===== config.mk =====
export PLATFORM = sky130hd
export DESIGN_NAME = trace_buffer_fifo_flat
export DESIGN_NICKNAME = d
export VERILOG_FILES = /design/src/rtl/trace_pkg.sv /design/src/rtl/trace_buffer_fifo_if.sv /design/src/rtl/trace_fifo_mem.sv /design/src/rtl/trace_buffer_fifo.sv /design/src/flat_wrapper.sv
export SDC_FILE = /design/constraint.sdc
export NUM_CORES = 1
export LEC_CHECK = 0
export ABC_AREA = 1
export CORE_MARGIN = 3
export CORE_UTILIZATION = 30
export CTS_BUF_LIST = sky130_fd_sc_hd__clkbuf_4
export CTS_CLUSTER_DIAMETER = 80
export DETAILED_ROUTE_END_ITERATION = 10
export PLACE_DENSITY = 0.47
export SYNTH_ARGS = -nofsm -noshare
export SYNTH_HDL_FRONTEND = slang
export SYNTH_SLANG_ARGS = --single-unit

===== constraint.sdc =====
create_clock -name clk -period 13.09 [get_ports clk]
set_clock_uncertainty 0.15 [all_clocks]
set_input_delay 2.618 -clock clk [delete_from_list [all_inputs] [get_ports clk]]
set_output_delay 2.618 -clock clk [all_outputs]
set_load 0.02 [all_outputs]

===== src/rtl/trace_pkg.sv =====
// Shared types and helpers for the trace buffer: tagged word layout and a
// saturating adder used by the drop statistics.
package trace_pkg;

  localparam int sample_width_lp = 16;
  localparam int marker_bit_lp   = sample_width_lp;
  localparam int sat_width_lp    = 64;

  typedef struct packed {
    logic                       is_marker;
    logic [sample_width_lp-1:0] payload;
  } trace_word_t;

  typedef logic [sat_width_lp-1:0] sat_t;

  // Callers zero-extend into sat_t and truncate the result back to their width.
  function automatic sat_t sat_add(input sat_t a, input sat_t b, input sat_t max_val);
    sat_t sum;
    sum = a + b;
    if ((sum < a) || (sum > max_val)) begin
      return max_val;
    end
    return sum;
  endfunction

endpackage


===== src/rtl/trace_buffer_fifo_if.sv =====
// Trace word handshakes around the buffer: upstream push side and sink pop side.
interface trace_buffer_fifo_if
  import trace_pkg::*;
#(
  parameter int width_p = sample_width_lp + 1
);
  // Both sides transfer on a clock edge where valid and ready are both high;
  // valid must not wait on ready, and data is held while valid is high and ready is low.
  logic [width_p-1:0] fifo_data_i;
  logic               fifo_valid_i;
  logic               fifo_ready_o;
  logic [width_p-1:0] data_o;
  logic               v_o;
  logic               ready_i;

  modport master (
    output fifo_data_i, fifo_valid_i, ready_i,
    input  fifo_ready_o, data_o, v_o
  );

  modport slave (
    input  fifo_data_i, fifo_valid_i, ready_i,
    output fifo_ready_o, data_o, v_o
  );
endinterface


===== src/rtl/trace_fifo_mem.sv =====
// Word storage for the trace buffer: array, wrapping pointers and occupancy.
// The caller guarantees no push when full and no pop when empty.
module trace_fifo_mem #(
  parameter  int width_p  = 17,
  parameter  int els_p    = 8,
  localparam int ptr_w_lp = $clog2(els_p),
  localparam int cnt_w_lp = $clog2(els_p + 1)
) (
  input  logic                clk,
  input  logic                reset_n,
  input  logic                push_i,
  input  logic                pop_i,
  input  logic [width_p-1:0]  wdata_i,
  output logic [width_p-1:0]  rdata_o,
  output logic [cnt_w_lp-1:0] count_o,
  output logic [cnt_w_lp-1:0] count_next_o
);

  logic [width_p-1:0]  mem_q [els_p];
  logic [ptr_w_lp-1:0] wptr_q, wptr_d;
  logic [ptr_w_lp-1:0] rptr_q, rptr_d;
  logic [cnt_w_lp-1:0] count_q, count_d;

  // Depth is a power of two, so pointers wrap on plain overflow.
  always_comb begin
    wptr_d  = wptr_q + ptr_w_lp'(push_i);
    rptr_d  = rptr_q + ptr_w_lp'(pop_i);
    count_d = count_q + cnt_w_lp'(push_i) - cnt_w_lp'(pop_i);
  end

  always_ff @(posedge clk) begin
    if (!reset_n) begin
      wptr_q  <= '0;
      rptr_q  <= '0;
      count_q <= '0;
    end else begin
      wptr_q  <= wptr_d;
      rptr_q  <= rptr_d;
      count_q <= count_d;
    end
  end

  always_ff @(posedge clk) begin
    if (push_i) begin
      mem_q[wptr_q] <= wdata_i;
    end
  end

  assign rdata_o      = mem_q[rptr_q];
  assign count_o      = count_q;
  assign count_next_o = count_d;

endmodule


===== src/rtl/trace_buffer_fifo.sv =====
// Elastic first-word-fall-through buffer for the tagged trace stream, with
// saturating drop statistics and an occupancy high-water mark.
module trace_buffer_fifo
  import trace_pkg::*;
#(
  parameter  int sample_width_p  = sample_width_lp,
  parameter  int counter_width_p = 16,
  parameter  int els_p           = 8,
  parameter  int stat_width_p    = 32,
  localparam int cnt_w_lp        = $clog2(els_p + 1)
) (
  input  logic                    clk,
  input  logic                    reset_n,
  trace_buffer_fifo_if.slave      bus,
  input  logic                    clear_stats_i,
  output logic [cnt_w_lp-1:0]     count_o,
  output logic [cnt_w_lp-1:0]     hwm_o,
  output logic [stat_width_p-1:0] marker_cnt_o,
  output logic [stat_width_p-1:0] lost_cnt_o
);

  localparam int   word_w_lp    = sample_width_p + 1;
  localparam int   tag_bit_lp   = sample_width_p;
  localparam sat_t stat_max_lp  = (sat_t'(1) << stat_width_p) - sat_t'(1);

  logic                    push, pop;
  logic [cnt_w_lp-1:0]     count, count_next;
  logic [word_w_lp-1:0]    head;
  logic [word_w_lp-1:0]    last_q, last_d;
  logic [cnt_w_lp-1:0]     hwm_q, hwm_d, hwm_base;
  logic [stat_width_p-1:0] marker_cnt_q, marker_cnt_d, marker_base;
  logic [stat_width_p-1:0] lost_cnt_q, lost_cnt_d, lost_base;
  logic                    is_marker;
  logic [counter_width_p-1:0] drop_field;
  sat_t                    lost_inc;

  trace_fifo_mem #(
    .width_p (word_w_lp),
    .els_p   (els_p)
  ) u_mem (
    .clk          (clk),
    .reset_n      (reset_n),
    .push_i       (push),
    .pop_i        (pop),
    .wdata_i      (bus.fifo_data_i),
    .rdata_o      (head),
    .count_o      (count),
    .count_next_o (count_next)
  );

  // Ready comes from registered occupancy only: no pass-through when full.
  assign bus.fifo_ready_o = (count < cnt_w_lp'(els_p));
  assign bus.v_o          = (count != '0);
  assign push             = bus.fifo_valid_i & bus.fifo_ready_o;
  assign pop              = bus.v_o & bus.ready_i;
  assign bus.data_o       = bus.v_o ? head : last_q;

  always_comb begin
    is_marker   = bus.fifo_data_i[tag_bit_lp];
    drop_field  = bus.fifo_data_i[counter_width_p-1:0];
    // A drop field of P reports P-1 lost samples.
    lost_inc    = (drop_field > counter_width_p'(1)) ? sat_t'(drop_field) - sat_t'(1) : '0;

    hwm_base    = clear_stats_i ? '0 : hwm_q;
    marker_base = clear_stats_i ? '0 : marker_cnt_q;
    lost_base   = clear_stats_i ? '0 : lost_cnt_q;

    hwm_d        = (count_next > hwm_base) ? count_next : hwm_base;
    marker_cnt_d = marker_base;
    lost_cnt_d   = lost_base;
    if (push && is_marker) begin
      marker_cnt_d = stat_width_p'(sat_add(sat_t'(marker_base), sat_t'(1), stat_max_lp));
      lost_cnt_d   = stat_width_p'(sat_add(sat_t'(lost_base), lost_inc, stat_max_lp));
    end

    last_d = pop ? head : last_q;
  end

  always_ff @(posedge clk) begin
    if (!reset_n) begin
      last_q       <= '0;
      hwm_q        <= '0;
      marker_cnt_q <= '0;
      lost_cnt_q   <= '0;
    end else begin
      last_q       <= last_d;
      hwm_q        <= hwm_d;
      marker_cnt_q <= marker_cnt_d;
      lost_cnt_q   <= lost_cnt_d;
    end
  end

  assign count_o      = count;
  assign hwm_o        = hwm_q;
  assign marker_cnt_o = marker_cnt_q;
  assign lost_cnt_o   = lost_cnt_q;

endmodule

===== src/flat_wrapper.sv =====
// flat-port wrapper written by rule: the top's interface ports become plain ports
module trace_buffer_fifo_flat import trace_pkg::*;
#(
  parameter  int sample_width_p  = sample_width_lp,
  parameter  int counter_width_p = 16,
  parameter  int els_p           = 8,
  parameter  int stat_width_p    = 32,
  localparam int cnt_w_lp        = $clog2(els_p + 1)
)
  (clk, reset_n, clear_stats_i, count_o, hwm_o, marker_cnt_o, lost_cnt_o, bus_fifo_data_i, bus_fifo_valid_i, bus_ready_i, bus_fifo_ready_o, bus_data_o, bus_v_o);
  trace_buffer_fifo_if bus_i ();
  input  logic clk;
  input  logic reset_n;
  input  logic clear_stats_i;
  output logic [cnt_w_lp-1:0] count_o;
  output logic [cnt_w_lp-1:0] hwm_o;
  output logic [stat_width_p-1:0] marker_cnt_o;
  output logic [stat_width_p-1:0] lost_cnt_o;
  input wire logic [$bits(bus_i.fifo_data_i)-1:0] bus_fifo_data_i;
  input wire logic [$bits(bus_i.fifo_valid_i)-1:0] bus_fifo_valid_i;
  input wire logic [$bits(bus_i.ready_i)-1:0] bus_ready_i;
  output wire logic [$bits(bus_i.fifo_ready_o)-1:0] bus_fifo_ready_o;
  output wire logic [$bits(bus_i.data_o)-1:0] bus_data_o;
  output wire logic [$bits(bus_i.v_o)-1:0] bus_v_o;
  assign bus_i.fifo_data_i = bus_fifo_data_i;
  assign bus_i.fifo_valid_i = bus_fifo_valid_i;
  assign bus_i.ready_i = bus_ready_i;
  assign bus_fifo_ready_o = bus_i.fifo_ready_o;
  assign bus_data_o = bus_i.data_o;
  assign bus_v_o = bus_i.v_o;
  trace_buffer_fifo #(.sample_width_p(sample_width_p), .counter_width_p(counter_width_p), .els_p(els_p), .stat_width_p(stat_width_p)) u_core (.clk(clk), .reset_n(reset_n), .bus(bus_i), .clear_stats_i(clear_stats_i), .count_o(count_o), .hwm_o(hwm_o), .marker_cnt_o(marker_cnt_o), .lost_cnt_o(lost_cnt_o));
endmodule

* After elaboration in Yosys (flattened, before gate mapping)
Memories as Yosys holds them, arrays and structs flattened. A register that Yosys moved wholly into a read port is not among the register bits.
Index checks and enable logic that the tools add are counted.
** Storage, ports and cells
- Bits in registers :: 95
- Latch bits :: 0
- RAM bits :: 136
- Bits in read-only memories :: 0
- Bits of input ports :: 22
- Output and inout port bits :: 91
- Word-level logic and storage cells :: 47
- Memories kept :: 1
** Memories
- u_core.u_mem.mem_q :: depth 8, width 17, rd ports 1, clocked after memory_dff 1, wr ports 1, RTL line trace_fifo_mem.sv:19 : logic [width_p-1:0] mem_q [els_p];
** Operators by class
- Add/sub/neg operators :: 7
- Multiply operators :: 0
- Divide/modulo/power cells :: 0
- Magnitude comparators :: 7
- Equal/unequal tests :: 0
- Shifts and indexed selects :: 0
- Multiplexer cells :: 19
- Bitwise operators :: 2
- Reduce and logical (&&, ||, !) cells :: 4
** Operators with widths (number)
- two-way mux 32 bit :: 8
- adder 32 x 64 -> 64 bit :: 1
- greater-than comparator 64 x 32 -> 1 bit, second input constant :: 1
- < comparator 64 x 32 -> 1 bit :: 1
- two-way mux 64 bit :: 1
- adder 32 x 1 -> 33 bit, second input constant :: 1
- greater-than comparator 33 x 32 -> 1 bit, second input constant :: 1
- < comparator 33 x 32 -> 1 bit :: 1
- two-way mux 17 bit :: 1
- subtractor 16 x 1 -> 17 bit, second input constant :: 1
- greater-than comparator 16 x 1 -> 1 bit, second input constant :: 1
- two-way mux 4 bit :: 2
- adder 3 x 1 -> 3 bit :: 2
- two-way mux 1 bit :: 6
- adder 4 x 1 -> 4 bit :: 1
- greater-than comparator 4 bit :: 1
- < comparator 4 bit, second input constant :: 1
- nonzero test 4 bit :: 1
- subtractor 4 x 1 -> 4 bit :: 1
- two-way mux 3 bit :: 1
- bitwise AND 1 bit :: 2
- logical OR 1 bit :: 2
- logical AND 1 bit :: 1

* Depth between registers and ports, before layout
Gate-level depths: netlist of the first run.
- Depth after elaboration :: 9
- Depth in mapped cells :: 34
- Mapped depth without buffers :: 33

* Modules after synthesis
A second synthesis of the first run with hierarchy kept.
** Second synthesis, totals
- Cells, all modules :: 2264
- Area total of the unflattened synthesis :: 15849.0 um2
** Modules (own cells, without submodules)
- trace_buffer_fifo :: times used 1, cells each 1594, area an instance 9345.2 um2, seq. area each 1701.6 um2
- trace_fifo_mem :: times used 1, cells each 670, area an instance 6503.7 um2, seq. area each 4284.1 um2

* Worst setup path after synthesis of the first run
OpenSTA, ideal clock, no wires.
- Path kind :: in2reg
- Start :: input port bus_fifo_data_i[0]
- End :: register u_core.lost_cnt_q[27], in the netlist u_core.lost_cnt_o[27]
- Setup time :: 0.119 ns
- Data arrival time :: 6.798 ns
- Required time :: 12.821 ns
- Setup slack :: 6.024 ns
- Stages :: 31
- Path buffers :: 1
- Path through :: inv_1 ha_1 nand2_1 inv_2 nand2_2 or2_2 nor3_1 nand3_1 o21ai_0 a21oi_1 ha_1 nand2_1 nor2_1 nand4_1 o211ai_1 nand3_1 nand3_1 nand2_1 nand2_1 xor2_1 inv_1 ha_1 nand4_1 or3_1 nor4_1 nand2_1 nand3_1 nand3_4 buf_12 nor2_4 nor2_2
** On the way
- Word-level cells in the longest chain between the ends :: 9
- Elaborated cells between the ends (all ways) :: 11
- Classes of those cells :: add/sub: 2; order compare: 3; mux: 5; reduce/logical: 1
** RTL lines
- start, declared :: RTL line flat_wrapper.sv:19 : input wire logic [$bits(bus_i.fifo_data_i)-1:0] bus_fifo_data_i;
- subtractor 16 x 1 -> 17 bit or greater-than comparator 16 x 1 -> 1 bit (tied branches) :: RTL line trace_buffer_fifo.sv:62 : lost_inc = (drop_field > counter_width_p'(1)) ? sat_t'(drop_field) - sat_t'(1) : '0;
- two-way mux 64 bit (*) :: RTL line trace_buffer_fifo.sv:62
- adder 32 x 64 -> 64 bit (*) :: RTL line trace_pkg.sv:19 : sum = a + b;
- < comparator 64 x 32 -> 1 bit or greater-than comparator 64 x 32 -> 1 bit (tied branches) :: RTL line trace_pkg.sv:20 : if ((sum < a) || (sum > max_val)) begin
- logical OR 1 bit :: RTL line trace_pkg.sv:20
- two-way mux 1 bit :: RTL line trace_pkg.sv:20
- two-way mux 1 bit :: RTL line trace_buffer_fifo.sv:71 : if (push && is_marker) begin
- two-way mux 32 bit (*) :: RTL line trace_pkg.sv:23 : return sum;
- two-way mux 32 bit (*) :: RTL line trace_buffer_fifo.sv:71
- end signal, assigned :: RTL line trace_buffer_fifo.sv:89 : lost_cnt_q <= lost_cnt_d;
- end, declared :: RTL line trace_buffer_fifo.sv:32 : logic [stat_width_p-1:0] lost_cnt_q, lost_cnt_d, lost_base;
Every way passes the cells marked *; elsewhere a longest branch is shown, timed or not. The select of a mux whose other input is x is not followed.
A chain may end at the register's enable or synchronous reset.

* Worst setup path in the final report of the first run
- Start :: input port bus_fifo_data_i[0]
- End :: register u_core.lost_cnt_q[31], in the netlist u_core.lost_cnt_o[31]
Same word-level chain as after synthesis.

==> results of run 1 <==
==> synth_stat cells (all sizes together), types with 3 or more instances <==
cell    instances  area, um2
o211ai          6       45.0
mux2i          17        170
or2            18        113
xnor2          17        149
o221ai         17        149
dfxtp          95       1900
xor2           32        280
o21bai          7       52.6
a21oi         120        616
clkinv          3       11.3
ha             92       1150
nand2         349       1410
buf            18        194
a31oi           3       18.8
a21o            3       22.5
inv           240        903
nor4            7       43.8
nand3          97        711
edfxtp        136       4080
nand4          32        246
nand3b          4       30.0
nor3           31        235
nor2          306       1600
clkbuf         51        191
o21ai         157        790
o32ai          17        149
==> cell usage in the layout (no fill, tap or decap), drive strengths merged, types with 2 or more instances in the layout <==
cell           Yosys  layout
o221ai            17      17
edfxtp           136     136
nand3             97      97
dfxtp             95      95
a211oi             2       2
o32ai             17      17
o21ai            157     157
or2               18      18
nor4               7       7
and3               2       2
o21bai             7       7
nand4             32      32
a31oi              3       3
xor2              32      32
clkdlybuf4s50      0     111
o31ai              2       2
nand3b             4       4
a21oi            120     120
nand2            349     349
o211ai             6       6
ha                92      92
fa                 2       2
mux2i             17      17
nor3              31      31
nor2             306     306
bufinv             0       2
a21o               3       3
inv              240     243
clkinv             3      16
clkbuf            51     106
xnor2             17      17
buf               18      19
==> logic make-up (layout without fill, tap and decap cells) <==
logic type,after synthesis,in the layout
AOI/OAI and AO/OA,338,338
xor gates and xnor gates,49,49
adders and majority gates,94,94
buffers and inverters,312,498
DFF,231,231
muxes,17,17
other,0,1
and+or+nand+nor,849,849
==> sequential cells by signal, summed over array words and instances, names as in the netlist <==
signal,flops
u_core.hwm_o,4
u_core.last_q,17
u_core.lost_cnt_o,32
u_core.marker_cnt_o,32
u_core.u_mem.count_o,4
u_core.u_mem.mem_q,136
u_core.u_mem.rptr_q,3
u_core.u_mem.wptr_q,3
==> stage by stage <==
| step | hold WS (ns) | area (um2) | utilization | setup WS [ns] | std cells |
|---|---|---|---|---|---|
| global route | 0.383 | 18100 | 0.358 | 3.86 | 2749 |
| detailed placement | 0.348 | 17100 | 0.339 | 3.70 | 2623 |
| floorplan | 0.355 | 15400 | - | 6.02 | 1890 |
| finish | 0.354 | 18100 | 0.358 | 4.40 | 2749 |
| CTS | 0.358 | 18100 | 0.358 | 4.48 | 2748 |
| global placement | 0.351 | 17100 | 0.339 | 3.73 | 2623 |
==> metal layers <==
layer | up-vias | share of wire | wire (um) | GRT usage
met3 | 58 | 0.046 | 2080 | 0.0296
met5 | - | 0 | 0 | 0
li1 | 6661 | - | - | -
met2 | 240 | 0.44 | 19700 | 0.259
met1 | 6145 | 0.50 | 22500 | 0.239
met4 | 0 | 0.020 | 886 | 0.0508
==> final cells by class <==
type	instances	area share
Antenna cell	1	0.000139
Clock buffer	106	0.0440
Clock inverter	19	0.00790
Inverter	243	0.0506
Multi-Input combinational cell	1347	0.450
Sequential cell	231	0.331
Tap cell	672	0.0465
Timing Repair Buffer	130	0.0693
==> critical path: cells and delay by family <==
kind,cells,cell delay (ns)
buffers and inverters,4,1.01
adders and majority gates,3,0.93
xor gates and xnor gates,1,0.23
and+or+nand+nor,20,3.75
AOI/OAI and AO/OA,3,0.53
==> final timing paths <==
path / cells past startpoint / endpoint / slack [ns]
max reg2reg: 25 / u_core.lost_cnt_o[31] / 7.86
min reg2reg: 2 / u_core.hwm_o[1] / 0.35
min: 2 / u_core.hwm_o[1] / 0.35
max: 31 / u_core.lost_cnt_o[31] / 4.40
==> report_power, final <==
group / internal [mW] / total, mW / switching [mW]
Sequential: 0.849 / 0.892 / 0.0424
Clock: 0.410 / 0.743 / 0.333
Combinational: 0.374 / 1.07 / 0.697
Total: 1.63 / 2.71 / 1.07
==> flow_summary.toml, run 1 <==
[global_routing]
grt_max_degree = 78
grt_pass1_vias = 12707
antenna_found_initial = 1
grt_usage = 0.168
grt_pass1_wl_mm = 71.2
grt_overflow_total = 0

[power_and_ir_drop]
peakVddDrop_uv = 89.7
power_density_nw_per_um2 = 150
p_leak_nw = 7.62
power_mw = 2.71

[clock_network]
h-tree-depth = 3
cts_num_sinks = 231
cts_made_buffers = 70
cts_setup_buffers = 0
clockBufferDepth = 3
hold_buffers = 0
clkTransAtPathRegs_ns = 0.06
cts.repair.resized = 0
tritoncts = "built"
clock_latency_ns = 0.74
root_buffer = "clkbuf_4"

[setup_path]
crit_type = "in2reg"
r2r-start = "u_core.lost_cnt_o[0]"
worstPathArrival_ns = 9.12
slowest_delay_ns = 0.74
critPathLaunch = "bus_fifo_data_i[0]"
crit_required_ns = 13.52
cp_common_cell = "nand2_1"
cpMaxStageDelayCell = "nand3_4"
crit_path_start_kind = "input pin"
setup.worst_path.end_class = "flip-flop"
critical_path.max_fanout = 32

[synthesis]
synth_compound_area_frac = 0.124
ys_ff_latch = 231
syn-cell-area_um2 = 15400
synth_fa_ha_area_frac = 0.0773
ys_warn_count = 0
synth_flop_cell = "edfxtp_1"
yosysSeqAreaShare = 0.389
synth_cells = 1890
synthArstFlopShare = 0
synthSimpleGateAreaFrac = 0.287
synthMuxAreaShare = 0.0110
syn_nets = 2006
synthDistinctLibCells = 58
synth-xor-area-share = 0.0279
synth_top_family_by_area = "simple AND/OR/NAND/NOR gates"
syn_area_per_cell_um2 = 8.15
synth_edf_count = 136

[sta]
maxSlewHeadroom = 0.298
rsz0062_at_grt = "false"
max_freq_mhz = 115
tns_ns = 0
min_period_over_period = 0.664
drv_slew = 0
hold_violations = 0
worst_pin_slew_ns = 1.05
setup_viol = 0
finalCriticalPeriod_ns = 8.69

[routing]
dr_total_vias = 13104
wire_per_inst_um = 16.4
via_per_inst = 4.77
drt_iter0_drc = 739
route.detailed.drc = 0
ant_nets = 0
routed_wl_mm = 45.2
drt_pre_antenna_iters = 6

[place]
portBuffers = 112
gp_congestion = 0.875
dp_hpwl_mm = 31.4

[cells_and_area]
drive_gt1_frac = 0.165
fin_nets = 2139
nFillCells = 5340
final-seq-area_um2 = 5990
multi_input_area_um2 = 8130
syn_to_final_growth_pct = 17.3

[run_status]
outcome = "finished clean"

[die]
die_y_um = 233
core_um2 = 50500
die-area_um2 = 54100
ios = 113
start_util = 0.305
die-width_um = 233
num_rows = 82

[worst_hold_path]
hold_path.class = "reg2reg"
hp-start = "u_core.hwm_o[1]"

[flow_run]
drv_cap = 0
No activity file was read; power rests on OpenSTA's default activity.
==> run 2, diff against run 1 <==
==> constraint.sdc (replaced) <==
create_clock -name clk -period 9.09 [get_ports clk]
set_clock_uncertainty 0.15 [all_clocks]
set_input_delay 1.818 -clock clk [delete_from_list [all_inputs] [get_ports clk]]
set_output_delay 1.818 -clock clk [all_outputs]
set_load 0.02 [all_outputs]
==> flow_summary.toml, run 2 (synthesis gave the netlist of run 1 again) <==
[die]
die_y_um = 233
die-area_um2 = 54100
ios = 113
die-width_um = 233
core_um2 = 50500
start_util = 0.305
num_rows = 82

[setup_path]
crit_required_ns = 9.61
crit_type = "in2reg"
cp_common_cell = "nand3_1"
slowest_delay_ns = 0.59
setup.worst_path.end_class = "flip-flop"
worstPathArrival_ns = 7.95
crit_path_start_kind = "input pin"
cpMaxStageDelayCell = "clkdlybuf4s50_1"
r2r.worst_path.cells = 24
critical_path.max_fanout = 25

[global_routing]
grt_pass1_wl_mm = 72.4
grt_usage = 0.171
grt_max_degree = 78
antenna_found_initial = 1
grt_pass1_vias = 12869
grt_overflow_total = 0

[sta]
worst_pin_slew_ns = 1.01
setup_viol = 0
maxSlewHeadroom = 0.324
rsz0062_at_grt = "false"
min_period_over_period = 0.817
drv_slew = 0
hold_slack_ns = 0.350
hold_violations = 0
tns_ns = 0
finalCriticalPeriod_ns = 7.43
max_freq_mhz = 135

[routing]
dr_total_vias = 13155
routed_wl_mm = 46.0
drt_pre_antenna_iters = 5
wire_per_inst_um = 16.7
ant_nets = 0
via_per_inst = 4.78
route.detailed.drc = 0
drt_iter0_drc = 620

[clock_network]
root_buffer = "clkbuf_4"
cts.repair.resized = 0
hold_buffers = 0
cts_num_sinks = 231
cts_setup_buffers = 0
cts_made_buffers = 71
tritoncts = "built"
clockBufferDepth = 3
clock_latency_ns = 0.75
h-tree-depth = 3
clkTransAtPathRegs_ns = 0.07

[cells_and_area]
regMostFlops = "u_core.u_mem.mem_q"
multi_input_area_um2 = 8120
layout_common_cells = "324 x nand2_1, 228 x inv_1, 215 x nor2_1"
drive_gt1_frac = 0.168
fin_nets = 2142
largest_reg_flops = 136
final-seq-area_um2 = 5990
final_common_cell = "nand2_1"
syn_to_final_growth_pct = 17.4
nFillCells = 5409

[flow_run]
drv_cap = 0

[power_and_ir_drop]
power_density_nw_per_um2 = 216
p_leak_nw = 7.63
peakVddDrop_uv = 112

[place]
portBuffers = 112
gp_congestion = 0.876
dp_hpwl_mm = 32.1

[worst_hold_path]
hold_path.class = "reg2reg"
min_path_cells = 2

[run_status]
outcome = "finished clean"
==> run 2: cell type report <==
class,instances,share of cell area
diodes,1,0.000138
clock buffers,109,0.0453
clock inverters,17,0.00623
inverters,243,0.0506
multi-input cells,1347,0.449
flip-flops and latches,231,0.331
well taps,672,0.0465
repair buffers,132,0.0707
==> run 2: critical path: cells and delay by family <==
kind,cells,cell delay (ns)
AO/OA/AOI/OAI,6,1.17
XOR/XNOR,1,0.30
adder cells (fa/ha/maj),3,0.90
buffers and inverters,5,1.36
AND/OR/NAND/NOR,15,2.38
==> run 2: final timing paths <==
check	from	slack (ns)	to
setup / recovery	bus_fifo_data_i[0]	1.66	u_core.lost_cnt_o[31]
hold / removal	u_core.hwm_o[1]	0.35	u_core.hwm_o[1]
setup reg to reg	u_core.marker_cnt_o[3]	3.80	u_core.marker_cnt_o[1]
hold reg to reg	u_core.hwm_o[1]	0.35	u_core.hwm_o[1]
==> run 2: layer usage <==
metal | track usage | part of all wire | routed length [um] | up-vias
met1 | 0.241 | 0.49 | 22700 | 6167
met2 | 0.264 | 0.44 | 20300 | 268
met4 | 0.0506 | 0.018 | 810 | 0
met3 | 0.0323 | 0.049 | 2230 | 62
li1 | - | - | - | 6658
met5 | 0 | 0 | 0 | -
==> run 2: through the flow <==
step	area [um2]	cells	total power, mW	worst slack (ns)	utilization
after floorplan	15400	1890	2.34	2.82	-
after global placement	17100	2625	2.88	0.874	0.340
after detailed placement	17100	2625	2.88	0.924	0.340
after CTS	18100	2751	3.99	1.72	0.358
after global routing	18100	2752	4.21	1.18	0.358
final	18100	2752	3.91	1.66	0.358
==> run 2: where the power goes <==
part	switching, mW	internal, mW
clock network	0.486	0.577
logic	1.01	0.548
registers	0.0603	1.22
==> run 3, diff against run 2 <==
--- a/config.mk
+++ b/config.mk
@@ -11,7 +11,7 @@
 export CTS_BUF_LIST = sky130_fd_sc_hd__clkbuf_4
 export CTS_CLUSTER_DIAMETER = 80
 export DETAILED_ROUTE_END_ITERATION = 10
-export PLACE_DENSITY = 0.47
+export PLACE_DENSITY = 0.49
 export SYNTH_ARGS = -nofsm -noshare
 export SYNTH_HDL_FRONTEND = slang
 export SYNTH_SLANG_ARGS = --single-unit
==> constraint.sdc (replaced) <==
create_clock -name clk -period 6.19 [get_ports clk]
set_clock_uncertainty 0.15 [all_clocks]
set_input_delay 1.238 -clock clk [delete_from_list [all_inputs] [get_ports clk]]
set_output_delay 1.238 -clock clk [all_outputs]
set_load 0.02 [all_outputs]
==> flow_summary.toml, run 3 (synthesis gave the netlist of run 1 again) <==
[run_status]
outcome = "finished clean"

[sta]
worst_pin_slew_ns = 1.12
maxSlewHeadroom = 0.248
hold_violations = 0
min_period_over_period = 0.948
setup_viol = 0
finalCriticalPeriod_ns = 5.87
tns_ns = 0
max_freq_mhz = 170
hold_slack_ns = 0.375
drv_slew = 0

[power_and_ir_drop]
pwr-share-seq = 0.328
power_density_nw_per_um2 = 304
peakVddDrop_uv = 179
netSwitchingPower_mw = 2.30
p_clk_frac = 0.267
comb_power_share = 0.404
sw_frac_of_total = 0.393
p_leak_nw = 8.37
intPower_mw = 3.57

[place]
dp_hpwl_mm = 34.5
gp_congestion = 0.894
placedCellCount = 2772
portBuffers = 112
dpl_cell_area_um2 = 18300

[clock_network]
h-tree-depth = 3
clock_latency_ns = 0.75
root_buffer = "clkbuf_4"
tritoncts = "built"
cts_num_sinks = 231
cts_made_buffers = 69
clkTransAtPathRegs_ns = 0.07
clockBufferDepth = 3

[cells_and_area]
fin_nets = 2289
final-seq-area_um2 = 5990
final_cell_area_um2 = 19300
syn_to_final_growth_pct = 25.2
drive_gt1_frac = 0.222
multi_input_area_um2 = 8150
largest_reg_flops = 136
nFillCells = 5258
final_common_cell = "nand2_1"
instances_no_fill = 2899
regMostFlops = "u_core.u_mem.mem_q"
layout_common_cells = "323 x nand2_1, 228 x inv_1, 213 x nor2_1"

[die]
start_util = 0.305
die_y_um = 233
die-area_um2 = 54100
num_rows = 82
core_um2 = 50500
die-width_um = 233
ios = 113

[global_routing]
grt_pass1_vias = 13509
grt_usage = 0.174
grt_overflow_total = 0
grt_max_degree = 54
antenna_found_initial = 1
grt_pass1_wl_mm = 74.2

[setup_path]
cpMaxStageDelayCell = "clkdlybuf4s50_1"
crit_path_start_kind = "input pin"
crit_type = "in2reg"
slowest_delay_ns = 0.43
r2r.worst_path.cells = 26
setup.worst_path.end_class = "flip-flop"
crit_required_ns = 6.65
critical_path.max_fanout = 8
worstPathArrival_ns = 6.33

[routing]
drt_pre_antenna_iters = 5
dr_total_vias = 13688
route.detailed.drc = 0
wire_per_inst_um = 16.2
drt_iter0_drc = 733
via_per_inst = 4.72
ant_nets = 0
routed_wl_mm = 47.0

[worst_hold_path]
min_path_cells = 2
hold_path.class = "reg2reg"

[flow_run]
drv_cap = 0
run 3: cell types whose count changed in the layout (fill, tap and decap cells not counted), moves of 2 or more:
cell,delta
buf_12,+5
buf_4,+144
bufinv_16,+2
clkbuf_4,-9
clkinv_1,+7
clkinv_2,-2
diode_2,+2
inv_6,-3
nor2_1,-2
nor2_2,+2
xor2_1,-2
xor2_2,+2
run 3: cell type report:
cell class	instances	share of cell area
Clock buffer	100	0.0389
Clock inverter	22	0.00889
Tap cell	672	0.0436
Sequential cell	231	0.310
Timing Repair Buffer	281	0.128
Antenna cell	3	0.000389
Multi-Input combinational cell	1347	0.423
Inverter	243	0.0474
run 3: routing by layer:
metal  share of wire  wire, um  up-vias  track usage
met5               0         0        -            0
met4           0.021       983        0       0.0554
met1            0.49     22900     6386        0.245
met3           0.052      2430       63       0.0318
met2            0.44     20700      296        0.271
li1                -         -     6943            -
run 3: power groups by stage:
stage	Clock (mW)	Sequential (mW)	Combinational [mW]
6_report	1.57	1.93	2.37
5_1_grt	1.74	1.95	2.63
4_1_cts	1.64	1.93	2.40
3_5_place_dp	0	1.96	2.39
3_3_place_gp	0	1.96	2.37
2_1_floorplan	0	1.97	1.46
run 3: per-stage QoR:
step / setup slack [ns] / power (mW) / util
after floorplan: 0.504 / 3.44 / -
after global placement: -0.432 / 4.33 / 0.363
after detailed placement: -0.437 / 4.35 / 0.363
after CTS: 0.356 / 5.97 / 0.381
after global routing: -0.0342 / 6.32 / 0.382
final: 0.324 / 5.87 / 0.382
run 3: final timing paths:
kind / from / endpoint / slack, ns
worst max-delay path: bus_fifo_data_i[1] / u_core.lost_cnt_o[31] / 0.32
worst min register to register: u_core.hwm_o[1] / u_core.hwm_o[1] / 0.37
worst min-delay path: u_core.hwm_o[1] / u_core.hwm_o[1] / 0.37
worst max register to register: u_core.lost_cnt_o[0] / u_core.lost_cnt_o[31] / 1.65
run 3: timing repair:
item | in CTS | in global routing
setup buffers | 0 | 2
hold buffers | 0 | 0
resized for setup | 0 | 8
endpoints found under the setup margin | 0 | 31
hold endpoints to repair | 0 | 0
run 3: critical path: cells and delay by family:
| kind | cells | cell delay, ns |
|---|---|---|
| buf+inv | 6 | 1.04 |
| fa+ha+maj | 3 | 0.79 |
| xor+xnor | 2 | 0.39 |
| simple gates | 21 | 2.87 |
